### config.mk
export PLATFORM = sky130hd
export DESIGN_NAME = store_unit
export DESIGN_NICKNAME = d
export VERILOG_FILES = /design/src/rtl/store_unit_pkg.sv /design/src/rtl/store_align.sv /design/src/rtl/store_unit.sv
export SDC_FILE = /design/constraint.sdc
export NUM_CORES = 1
export LEC_CHECK = 0
export CAP_MARGIN = 20
export CORE_MARGIN = 2
export CORE_UTILIZATION = 46
export CTS_BUF_LIST = sky130_fd_sc_hd__clkbuf_16
export DETAILED_ROUTE_END_ITERATION = 10
export PLACE_DENSITY = 0.88
export SYNTH_ARGS = -nofsm -noshare
export SYNTH_HDL_FRONTEND = slang
export SYNTH_SLANG_ARGS = --single-unit
### constraint.sdc
create_clock -name clk -period 1.8 [get_ports clk]
set_clock_uncertainty 0.05 [all_clocks]
set_input_delay 0.27 -clock clk [delete_from_list [all_inputs] [get_ports clk]]
set_output_delay 0.27 -clock clk [all_outputs]
set_load 0.02 [all_outputs]
### src/rtl/store_unit_pkg.sv
// Shared store-side types: funct3 encodings, FSM states, write-beat record
// and the per-size byte-enable pattern used by the aligner.
package store_unit_pkg;

  localparam logic [2:0] F3_SB = 3'b000;
  localparam logic [2:0] F3_SH = 3'b001;
  localparam logic [2:0] F3_SW = 3'b010;

  typedef enum logic [1:0] {
    IDLE = 2'd0,
    LO   = 2'd1,
    HI   = 2'd2
  } store_state_t;

  typedef struct packed {
    logic [31:0] addr;
    logic [31:0] wdata;
    logic [3:0]  be;
  } store_beat_t;

  // All-zero pattern doubles as the illegal-funct3 marker.
  function automatic logic [3:0] store_be_base(input logic [2:0] funct3);
    case (funct3)
      F3_SB:   return 4'b0001;
      F3_SH:   return 4'b0011;
      F3_SW:   return 4'b1111;
      default: return 4'b0000;
    endcase
  endfunction

endpackage

### src/rtl/store_align.sv
// Combinational store aligner: shifts SB/SH/SW data and enables into an
// 8-byte window spanning the addressed word and the next one.
module store_align
  import store_unit_pkg::*;
(
  input  logic [1:0]  off,
  input  logic [31:0] data,
  input  logic [2:0]  funct3,
  output logic [63:0] wide_data,
  output logic [7:0]  wide_be,
  output logic        needs_hi,
  output logic        illegal
);

  logic [3:0]  be_base;
  logic [31:0] data_masked;

  always_comb begin
    be_base     = store_be_base(funct3);
    // Unused upper bytes of rs2 must not leak into the high beat.
    data_masked = data & {{8{be_base[3]}}, {8{be_base[2]}},
                          {8{be_base[1]}}, {8{be_base[0]}}};
    illegal     = (be_base == 4'b0000);
    wide_data   = {32'd0, data_masked} << {off, 3'b000};
    wide_be     = {4'd0, be_base} << off;
    needs_hi    = |wide_be[7:4];
  end

endmodule

### src/rtl/store_unit.sv
// Store write port: latches one request, emits one or two registered word beats.
// Low beat one cycle after accept; holds each beat until mem_ready, no accept while busy.
module store_unit
  import store_unit_pkg::*;
(
  input  logic        clk,
  input  logic        reset_n,
  input  logic        req_valid,
  output logic        req_ready,
  input  logic [31:0] req_addr,
  input  logic [31:0] req_data,
  input  logic [2:0]  req_funct3,
  output logic        mem_valid,
  input  logic        mem_ready,
  output logic [31:0] mem_addr,
  output logic [31:0] mem_wdata,
  output logic [3:0]  mem_be,
  output logic        store_done,
  output logic        split,
  output logic        err
);

  store_state_t state, state_nxt;
  store_beat_t  beat, beat_nxt;
  store_beat_t  hi_beat, hi_beat_nxt;
  logic         mem_valid_nxt, split_nxt, done_nxt, err_nxt;

  logic [63:0]  wide_data;
  logic [7:0]   wide_be;
  logic         needs_hi, illegal;
  logic         accept;
  logic [31:0]  word_addr;

  assign req_ready = (state == IDLE);
  assign accept    = req_valid && req_ready;
  assign word_addr = {req_addr[31:2], 2'b00};

  store_align u_align (
    .off       (req_addr[1:0]),
    .data      (req_data),
    .funct3    (req_funct3),
    .wide_data (wide_data),
    .wide_be   (wide_be),
    .needs_hi  (needs_hi),
    .illegal   (illegal)
  );

  always_ff @(posedge clk or negedge reset_n) begin
    if (!reset_n) begin
      state <= IDLE;
    end else begin
      state <= state_nxt;
    end
  end

  always_comb begin
    state_nxt = state;
    case (state)
      IDLE:    if (accept && !illegal) state_nxt = LO;
      LO:      if (mem_ready) state_nxt = split ? HI : IDLE;
      HI:      if (mem_ready) state_nxt = IDLE;
      default: state_nxt = IDLE;
    endcase
  end

  // Next values for the registered outputs; the high beat is captured at
  // accept so the request inputs are free to change afterwards.
  always_comb begin
    beat_nxt      = beat;
    hi_beat_nxt   = hi_beat;
    mem_valid_nxt = mem_valid;
    split_nxt     = split;
    done_nxt      = 1'b0;
    err_nxt       = 1'b0;
    case (state)
      IDLE: begin
        if (accept) begin
          if (illegal) begin
            err_nxt = 1'b1;
          end else begin
            beat_nxt      = '{addr: word_addr, wdata: wide_data[31:0], be: wide_be[3:0]};
            hi_beat_nxt   = '{addr: word_addr + 32'd4, wdata: wide_data[63:32], be: wide_be[7:4]};
            mem_valid_nxt = 1'b1;
            split_nxt     = needs_hi;
          end
        end
      end
      LO: begin
        if (mem_ready) begin
          if (split) begin
            beat_nxt = hi_beat;
          end else begin
            mem_valid_nxt = 1'b0;
            split_nxt     = 1'b0;
            done_nxt      = 1'b1;
          end
        end
      end
      HI: begin
        if (mem_ready) begin
          mem_valid_nxt = 1'b0;
          split_nxt     = 1'b0;
          done_nxt      = 1'b1;
        end
      end
      default: begin
        mem_valid_nxt = 1'b0;
        split_nxt     = 1'b0;
      end
    endcase
  end

  always_ff @(posedge clk or negedge reset_n) begin
    if (!reset_n) begin
      beat       <= '0;
      hi_beat    <= '0;
      mem_valid  <= 1'b0;
      split      <= 1'b0;
      store_done <= 1'b0;
      err        <= 1'b0;
    end else begin
      beat       <= beat_nxt;
      hi_beat    <= hi_beat_nxt;
      mem_valid  <= mem_valid_nxt;
      split      <= split_nxt;
      store_done <= done_nxt;
      err        <= err_nxt;
    end
  end

  assign mem_addr  = beat.addr;
  assign mem_wdata = beat.wdata;
  assign mem_be    = beat.be;

endmodule
## Word-level counts from Yosys, hierarchy flattened

Index checks and enable logic that the tools add are counted.

- Flip-flop bits (word level): 142
- Bits of input ports: 71
- Output and inout port bits: 73
- Word-level logic and storage cells: 69

- Add/subtract/negate cells: 1
- Equal/unequal tests: 11
- Shift operators: 2
- Mux-type cells: 29
- Bitwise operators: 2
- Reductions and logical operators: 13

Operators by type and width:

| kind | count |
|---|---|
| 2-to-1 mux 68 bit | 4 |
| case mux 68 bit (2 select lines) | 1 |
| left shift 32 x 5 -> 64 bit | 1 |
| adder 32 x 3 -> 32 bit (second input constant) | 1 |
| bitwise AND 32 bit | 1 |
| 2-to-1 mux 1 bit | 15 |
| case mux 4 bit (3 select lines) | 1 |
| inequality test 2 bit (second input constant) | 5 |
| AND reduction 5 bit | 2 |
| 2-to-1 mux 2 bit | 4 |
| left shift 4 x 2 -> 8 bit | 1 |
| case mux 1 bit (3 select lines) | 2 |
| case mux 2 bit (3 select lines) | 1 |
| AND reduction 3 bit | 2 |
| zero test 4 bit | 1 |
| inequality test 2 x 1 -> 1 bit (second input constant) | 2 |
| AND reduction 4 bit | 1 |
| OR reduction 4 bit | 1 |
| == test 3 x 1 -> 1 bit (second input constant) | 1 |
| == test 3 x 2 -> 1 bit (second input constant) | 1 |
| zero test 3 bit | 1 |
| == test 2 x 1 -> 1 bit (second input constant) | 1 |
| == test 2 bit (second input constant) | 1 |
| logical AND 1 bit | 2 |
| other kinds (5) | 5 |

## Longest topological paths before layout

Gate-level depths: netlist (run 1).

- Depth after elaboration: 7
- Depth in mapped cells: 9
- Gate-level depth less buffers: 7

## Modules after synthesis

A second synthesis (run 1) with hierarchy kept.

- Cell total of the unflattened synthesis: 738
- Area total of the unflattened synthesis: 7362.1 sq um

Modules (own cells, without submodules):

| module | instances | cells each | area each (sq um) |
|---|---|---|---|
| store_unit | 1 | 579 | 6319.8 |
| store_align | 1 | 159 | 1042.2 |

## Least setup slack after synthesis (run 1)

Ideal clock, no wire load.

- Kind: flip-flop to flip-flop
- Start point: register state[1]
- End point: register hi_beat[20] (netlist name)
- Setup time: 67 ps
- Arrival: 1960 ps
- Data required time: 1683 ps
- Setup slack: -277 ps
- Stages on the path, launching flop included: 8
- Path buffers: 1
- Period minus slack after synthesis: 2077 ps
- Cells stage by stage: dfrtp_1 -> inv_1 -> ha_1 -> nand2_1 -> or3_1 -> clkbuf_1 -> nor2_1 -> a22o_1

- Cells in the longest elaborated chain, start to end: 3

Ends and longest elaborated chain:

| element | RTL line | source |
|---|---|---|
| start, declared | store_unit.sv:23 | `store_state_t state, state_nxt;` |
| start signal, assigned | store_unit.sv:52 | `state <= state_nxt;` |
| zero test 2 bit * | store_unit.sv:34 | `assign req_ready = (state == IDLE);` |
| named net req_ready | store_unit.sv:9 | `output logic req_ready,` |
| logical AND 1 bit | store_unit.sv:35 | `assign accept = req_valid && req_ready;` |
| AND reduction 3 bit (no source line) * | -- |  |
| end signal, assigned | store_unit.sv:123 | `hi_beat <= hi_beat_nxt;` |
| end, declared | store_unit.sv:25 | `store_beat_t hi_beat, hi_beat_nxt;` |

Mark *: on every way through the listed nets, which the timed path passes. The rest lies on a longest branch.
A chain may end at the register's enable or synchronous reset.

## Worst setup path in the final report (run 1)

- Start point: input port req_addr[4]
- End point: register hi_beat[54] (netlist name)

- Cells in the longest elaborated chain, start to end: 1

Ends and longest elaborated chain:

| element | RTL line | source |
|---|---|---|
| start, declared | store_unit.sv:10 | `input logic [31:0] req_addr,` |
| adder 32 x 3 -> 32 bit | store_unit.sv:82 | `hi_beat_nxt = '{addr: word_addr + 32'd4, wdata: wide_data[63:32], be: wide_be[7:4]};` |

Every way passes these cells.

==> impl_metrics.py, run 1 <==
metrics = {
    "critical_path": {
        "arrival_ns": 2.42,
        "startpoint": "req_addr[4]",
        "endpoint": "hi_beat[54]",
        "reg2reg_to": "hi_beat[47]",
        "crit_family": "simple AND/OR/NAND/NOR gates",
        "start_kind": "input port",
        "r2r_start": "state[1]",
        "slowest_delay_ns": 0.56,
        "path_buf_inv": 2,
        "slowest_stage": "nor3b_1",
        "cp_max_fo": 8,
        "cp-end-kind": "flip-flop",
        "crit_chain": "clkdlybuf4s50_1 -> buf_4 -> and4_2 -> nand3_4 -> nor3b_1 -> xnor2_1 -> o21ai_0",
        "cp.required_ns": 2.07,
        "crit_type": "in2reg",
        "reg2reg_slack_ns": -0.11,
        "cp.depth": 7,
        "rr_worst_depth": 7,
    },
    "logic_synthesis": {
        "synth-async-reset-ratio": 1.00,
        "synth_seq_cells": 129,
        "ys_warn_count": 0,
        "yosysSeqAreaShare": 0.492,
        "ys.flop_type": "dfrtp_1",
        "postSynthAreaPerCell_um2": 9.31,
        "synthTopCellsByCount": "dfrtp_1 (129), nand2_1 (91), nor2_1 (78)",
        "syn_inst": 705,
        "synth-edff-count": 0,
        "synth_top_area_frac": 0.492,
        "netlist-cell-type-count": 51,
        "synth_most_common_cell": "dfrtp_1",
        "syn_area_mm2": 0.00656,
        "synth_area_leaders": "dfrtp_1 (49%), mux2i_1 (5.8%), a21oi_1 (5.6%), nand2_1 (5.2%), nor2_1 (4.5%)",
        "synth_top_cell_by_area": "dfrtp_1",
    },
    "clock_tree": {
        "cts_buffer_depth": 2,
        "worstSkewPairLatency_ns": 0.43,
        "clock-sinks": 129,
        "path_clk_slew_ns": 0.06,
        "cts_buffers": 17,
        "clk_root_buffer_cell": "clkbuf_16",
        "tritoncts": "built",
        "h-tree-depth": 4,
    },
    "power_and_ir_drop": {
        "peakVddDrop_mv": 1.01,
        "p_int_mw": 9.58,
        "power_density_mw_per_mm2": 1520,
        "seqPwrFrac": 0.305,
        "switching_share": 0.392,
        "leakagePower_nw": 4.53,
        "clkPwrFrac": 0.210,
        "p_switching_mw": 6.19,
        "total_power_mw": 15.8,
        "p_comb_frac": 0.485,
    },
    "drt": {
        "ant_nets": 0,
        "drc": 0,
        "vias_per_cell": 6.38,
        "routedWlPerCell_um": 22.7,
        "wl_um": 26200,
        "drtIter0Drc": 927,
        "firstDrtPassIters": 7,
        "dr_total_vias": 7343,
    },
    "grt": {
        "overflow": 0,
        "track_usage": 0.316,
        "grt_antenna_before_repair": 1,
        "grt_pass1_vias": 6961,
        "grt_max_degree": 55,
        "grt_pass1_wl_um": 36300,
    },
    "floorplan": {
        "rows": 43,
        "die_area_mm2": 0.0152,
        "io_pins": 144,
        "start_util": 0.471,
        "die_w_um": 123,
        "core_mm2": 0.0139,
        "fp.dieH_um": 123,
    },
    "timing": {
        "rsz0062_at_grt": "yes",
        "hold_violations": 0,
        "worst_pin_slew_ns": 0.612,
        "min_period_ns": 2.15,
        "max_freq_ghz": 0.465,
        "maxSlewHeadroom": 0.591,
        "setup_violations": 41,
        "maxSlewViolCount": 0,
        "final.setup.worst_slack_ns": -0.349,
        "period_share": 1.19,
    },
    "cells_and_area": {
        "fillCellCount": 821,
        "fin_nets": 1033,
        "syn_to_final_growth_pct": 57.7,
        "antenna_cells": 0,
        "drive_above_1_share": 0.264,
        "postLayoutCoreUtil": 0.743,
        "fin_area_mm2": 0.0103,
    },
    "placement": {
        "pre_cts_ws_ns": -0.545,
        "place_area_mm2": 0.00899,
        "hpwl_um": 15100,
        "globalplace.congestion": 1.07,
        "io_buffers": 141,
    },
    "run_status": {
        "violations": "negative setup slack",
        "status": "finished, violations left",
    },
    "job": {
        "maxCapViolations": 0,
    },
    "min_path": {
        "hold_class": "in2async",
    },
}
-- sequential cells by signal (all words and copies together) (netlist names) --
register / count
store_done: 1
mem_be: 4
state: 2
mem_valid: 1
err: 1
mem_wdata: 32
split: 1
mem_addr: 30
hi_beat: 57
-- cells by family after synthesis --
group                    Yosys count  synth area share
adder cells (fa/ha/maj)            4           0.00763
other                              1          0.000571
flip-flops                       129             0.492
AND/OR/NAND/NOR                  235             0.163
XOR/XNOR                          25            0.0334
buffers and inverters             63            0.0387
AO/OA/AOI/OAI                    210             0.207
multiplexers                      38            0.0579
-- area by class of cell --
cell class | instances | area (µm²) | area share
inverter | 16 | 60.1 | 0.00580
tap | 180 | 225 | 0.0218
clock inverter | 15 | 128 | 0.0123
timing repair buffer | 278 | 2750 | 0.266
sequential | 129 | 3230 | 0.312
clock buffer | 17 | 425 | 0.0411
multi-input combinational | 516 | 3530 | 0.341
-- placed cells by master, fill, tap and decap left out, drive strengths merged, types with 3 or more instances in the layout --
cell type | netlist | final
a211o | 8 | 8
nor4 | 5 | 5
clkbuf | 34 | 19
nor2b | 10 | 10
o21ai | 49 | 49
buf | 13 | 136
nand2b | 3 | 3
nor3 | 6 | 6
o31ai | 4 | 4
mux2i | 38 | 38
dlygate4sd2 | 0 | 4
and3 | 6 | 6
nand2 | 91 | 91
dfrtp | 129 | 129
a22o | 9 | 9
or4 | 3 | 3
dlymetal6s2s | 0 | 13
a21boi | 8 | 8
nor2 | 79 | 81
xor2 | 9 | 9
clkinv | 1 | 8
a32oi | 8 | 8
a32o | 8 | 8
xnor2 | 16 | 16
o22ai | 9 | 9
clkdlybuf4s50 | 0 | 122
a222oi | 8 | 8
nand3 | 17 | 17
ha | 4 | 4
a22oi | 8 | 8
a31oi | 3 | 3
nand4 | 6 | 6
inv | 15 | 17
or3 | 4 | 4
clkinvlp | 0 | 4
a21oi | 73 | 73
a221o | 8 | 8
-- power groups by stage --
stage / logic [mW] / registers, mW / clock network, mW
6_report: 7.65 / 4.80 / 3.31
2_1_floorplan: 2.46 / 5.46 / 0
5_1_grt: 8.05 / 4.91 / 3.42
4_1_cts: 6.85 / 4.71 / 3.28
3_3_place_gp: 5.88 / 4.68 / 0
3_5_place_dp: 6.07 / 4.72 / 0
-- worst min-delay path by stage --
| stage | cells after the start | slack, ns | to | from |
|---|---|---|---|---|
| after floorplan | 0 | -0.08 | err | reset_n |
| after global placement | 1 | 0.06 | mem_addr[2] | reset_n |
| after detailed placement | 1 | 0.06 | mem_addr[2] | reset_n |
| after CTS | 2 | 0.15 | mem_addr[2] | reset_n |
| after global routing | 2 | 0.17 | hi_beat[51] | reset_n |
| final | 2 | 0.16 | hi_beat[51] | reset_n |
-- per-layer routing --
layer | part of all wire | global-route usage | vias to the layer above
met5 | 0.00057 | 0 | -
met3 | 0.11 | 0.0812 | 156
met2 | 0.47 | 0.501 | 595
met1 | 0.37 | 0.402 | 3555
met4 | 0.056 | 0.152 | 2
li1 | - | - | 3035
-- through the flow --
stage	hold WS, ns	TNS (ns)	instances
2_1_floorplan	-0.0756	0	706
3_3_place_gp	0.0602	-25.46	1091
3_5_place_dp	0.0597	-32.88	1091
4_1_cts	0.153	0	1135
5_1_grt	0.169	-3.46	1151
6_report	0.162	-1.26	1151
-- repair_timing --
action / CTS / global route
pin swaps: 10 / 42
hold buffers: 1 / 0
gates resized for setup: 52 / 87
endpoints found under the setup margin: 92 / 124
endpoints found under the hold margin: 129 / 0
setup buffers: 7 / 15
gates cloned: 4 / 3
No activity file was read; power rests on OpenSTA's default activity.
==> run 2, diff against run 1 <==
- CAP_MARGIN: 20 -> 15
- GPL_TIMING_DRIVEN: unset -> 0
==> run 2 against run 1 <==
  * The flow still finishes with violations (negative setup slack)
  * Sequential share of layout area up 2.1 points
  * Maximum frequency up 8.7%
  * Final area down 6.2%
  * Setup slack better by 0.17 ns
  * Clock power up 10%
  * Critical path type unchanged
==> impl_metrics.py, run 2 (synthesis results as in run 1) <==
metrics = {
    "run_status": {
        "status": "finished, violations left",
        "violations": "negative setup slack",
    },
    "critical_path": {
        "cp_max_fo": 5,
        "slowest_delay_ns": 0.55,
        "start_kind": "input port",
        "crit_chain": "clkdlybuf4s50_1 -> and3_1 -> nand4_1 -> buf_4 -> buf_4 -> o31ai_1 -> a31oi_1",
        "r2r_start": "state[0]",
        "slowest_stage": "clkdlybuf4s50_1",
        "startpoint": "req_addr[25]",
        "arrival_ns": 2.22,
        "crit_top_cell": "buf_4",
        "crit_type": "in2reg",
        "cp.required_ns": 2.04,
        "cp-end-kind": "flip-flop",
    },
    "placement": {
        "place_inst": 1027,
        "pre_cts_ws_ns": -0.985,
        "globalplace.congestion": 1.01,
        "io_buffers": 139,
        "hpwl_um": 14600,
    },
    "cells_and_area": {
        "postLayoutCoreUtil": 0.697,
        "regMostFlops": "hi_beat",
        "syn_to_final_growth_pct": 47.9,
        "fin_nets": 967,
        "largest_register_ffs": 57,
        "mostFrequentLayoutCells": "dfrtp_1 (129), clkdlybuf4s50_1 (115), nand2_1 (90)",
        "drive_above_1_share": 0.172,
        "antenna_cells": 0,
        "stdcell_count": 1085,
        "layout_commonest_cell": "dfrtp_1",
    },
    "power_and_ir_drop": {
        "seqPwrFrac": 0.309,
        "p_switching_mw": 5.76,
        "switching_share": 0.376,
        "leakagePower_nw": 4.25,
        "peakVddDrop_mv": 0.809,
        "p_comb_frac": 0.454,
        "power_density_mw_per_mm2": 1580,
        "p_int_mw": 9.57,
        "clkPwrFrac": 0.238,
    },
    "grt": {
        "overflow": 0,
        "grt_max_degree": 83,
        "grtUsageMet2": 0.445,
        "grt_pass1_wl_um": 33800,
        "grtUsageMet3": 0.0775,
        "grt_use_met1": 0.402,
        "grt_pass1_vias": 6278,
        "track_usage": 0.295,
        "grt_antenna_before_repair": 0,
        "busiest_layer": "met2",
    },
    "clock_tree": {
        "cts_buffers": 17,
        "clock-sinks": 129,
        "path_clk_slew_ns": 0.06,
        "clk_root_buffer_cell": "clkbuf_16",
        "cts_buffer_depth": 2,
        "tritoncts": "built",
        "worstSkewPairLatency_ns": 0.43,
        "h-tree-depth": 4,
    },
    "timing": {
        "final.setup.worst_slack_ns": -0.177,
        "maxSlewViolCount": 0,
        "worst_pin_slew_ns": 0.505,
        "final.setup.tns_ns": -2.46,
        "hold_violations": 0,
        "rsz0062_at_grt": "yes",
        "max_freq_ghz": 0.506,
        "maxSlewHeadroom": 0.662,
        "period_share": 1.10,
        "min_period_ns": 1.98,
        "setup_violations": 64,
    },
    "drt": {
        "wl_um": 23900,
        "vias_per_cell": 6.25,
        "drtIter0Drc": 1076,
        "dr_total_vias": 6784,
        "drc": 0,
        "firstDrtPassIters": 8,
        "ant_nets": 0,
        "routedWlPerCell_um": 22.0,
    },
    "floorplan": {
        "core_mm2": 0.0139,
        "io_pins": 144,
        "rows": 43,
        "start_util": 0.471,
        "die_area_mm2": 0.0152,
        "fp.dieH_um": 123,
        "die_w_um": 123,
    },
    "job": {
        "maxCapViolations": 0,
    },
    "min_path": {
        "hold_class": "in2reg",
        "min_from": "req_addr[3]",
    },
}
==> run 2: changes by cell type in the layout (fill, tap and decap cells not counted), sizes merged <==
cell           before  now
buf               136   49
bufinv              2    4
clkbuf             19   42
clkdlybuf4s50     122  115
clkinv              8    7
clkinvlp            4    3
dlygate4sd2         4   11
dlymetal6s2s       13   12
nor2               81   80
==> run 2: worst paths after layout <==
kind	end	slack, ns	cells past startpoint
max in group asynchronous	hi_beat[9]	0.64	3
min in group asynchronous	mem_addr[9]	0.29	2
hold reg to reg	hi_beat[55]	0.43	2
hold / removal	mem_addr[3]	0.21	3
setup reg to reg	mem_be[3]	-0.09	7
setup / recovery	hi_beat[65]	-0.18	7
==> run 2: layout make-up <==
type                            count  area [µm²]
Fill cell                         914        4230
Clock buffer                       17         425
Inverter                           16        60.1
Sequential cell                   129        3230
Tap cell                          180         225
Clock inverter                     15         190
Timing Repair Buffer              170        1800
Multi-Input combinational cell    515        3410
Buffer                             43         368
==> run 2: repair_timing <==
item                                    in CTS  in global routing
hold endpoints to repair                    47                  0
setup buffers                               17                  5
pin swaps                                   14                  9
cloned                                       1                  6
hold buffers                                 1                  0
gates resized for setup                     93                 70
endpoints found under the setup margin     126                120
==> run 2: worst max-delay path, delay by kind of cell <==
| family | cells | cell delay, ns |
|---|---|---|
| AOI/OAI and AO/OA | 2 | 0.56 |
| and+or+nand+nor | 2 | 0.46 |
| buffers and inverters | 3 | 0.92 |
==> run 2: metrics by stage <==
step / hold slack [ns] / instance area [µm²] / total power [mW]
finish: 0.212 / 9710 / 15.3
detailed placement: 0.181 / 8310 / 10.5
CTS: 0.205 / 9340 / 14.5
global placement: 0.410 / 8270 / 10.4
floorplan: -0.0756 / 6660 / 7.92
global route: 0.239 / 9710 / 16.0
==> run 2: power by group through the flow <==
stage                     Clock, mW  Combinational, mW  Sequential [mW]
after floorplan                   0               2.46             5.46
after global placement            0               5.66             4.70
after detailed placement          0               5.78             4.72
after CTS                      3.65               6.16             4.69
after global routing           3.77               7.42             4.84
final                          3.65               6.95             4.73
==> run 2: layer usage <==
layer | vias to the layer above | share of wire | wire length [µm]
met5 | - | 0 | 0
met4 | 0 | 0.038 | 909
met3 | 92 | 0.094 | 2250
met2 | 455 | 0.47 | 11300
met1 | 3323 | 0.39 | 9420
li1 | 2914 | - | -
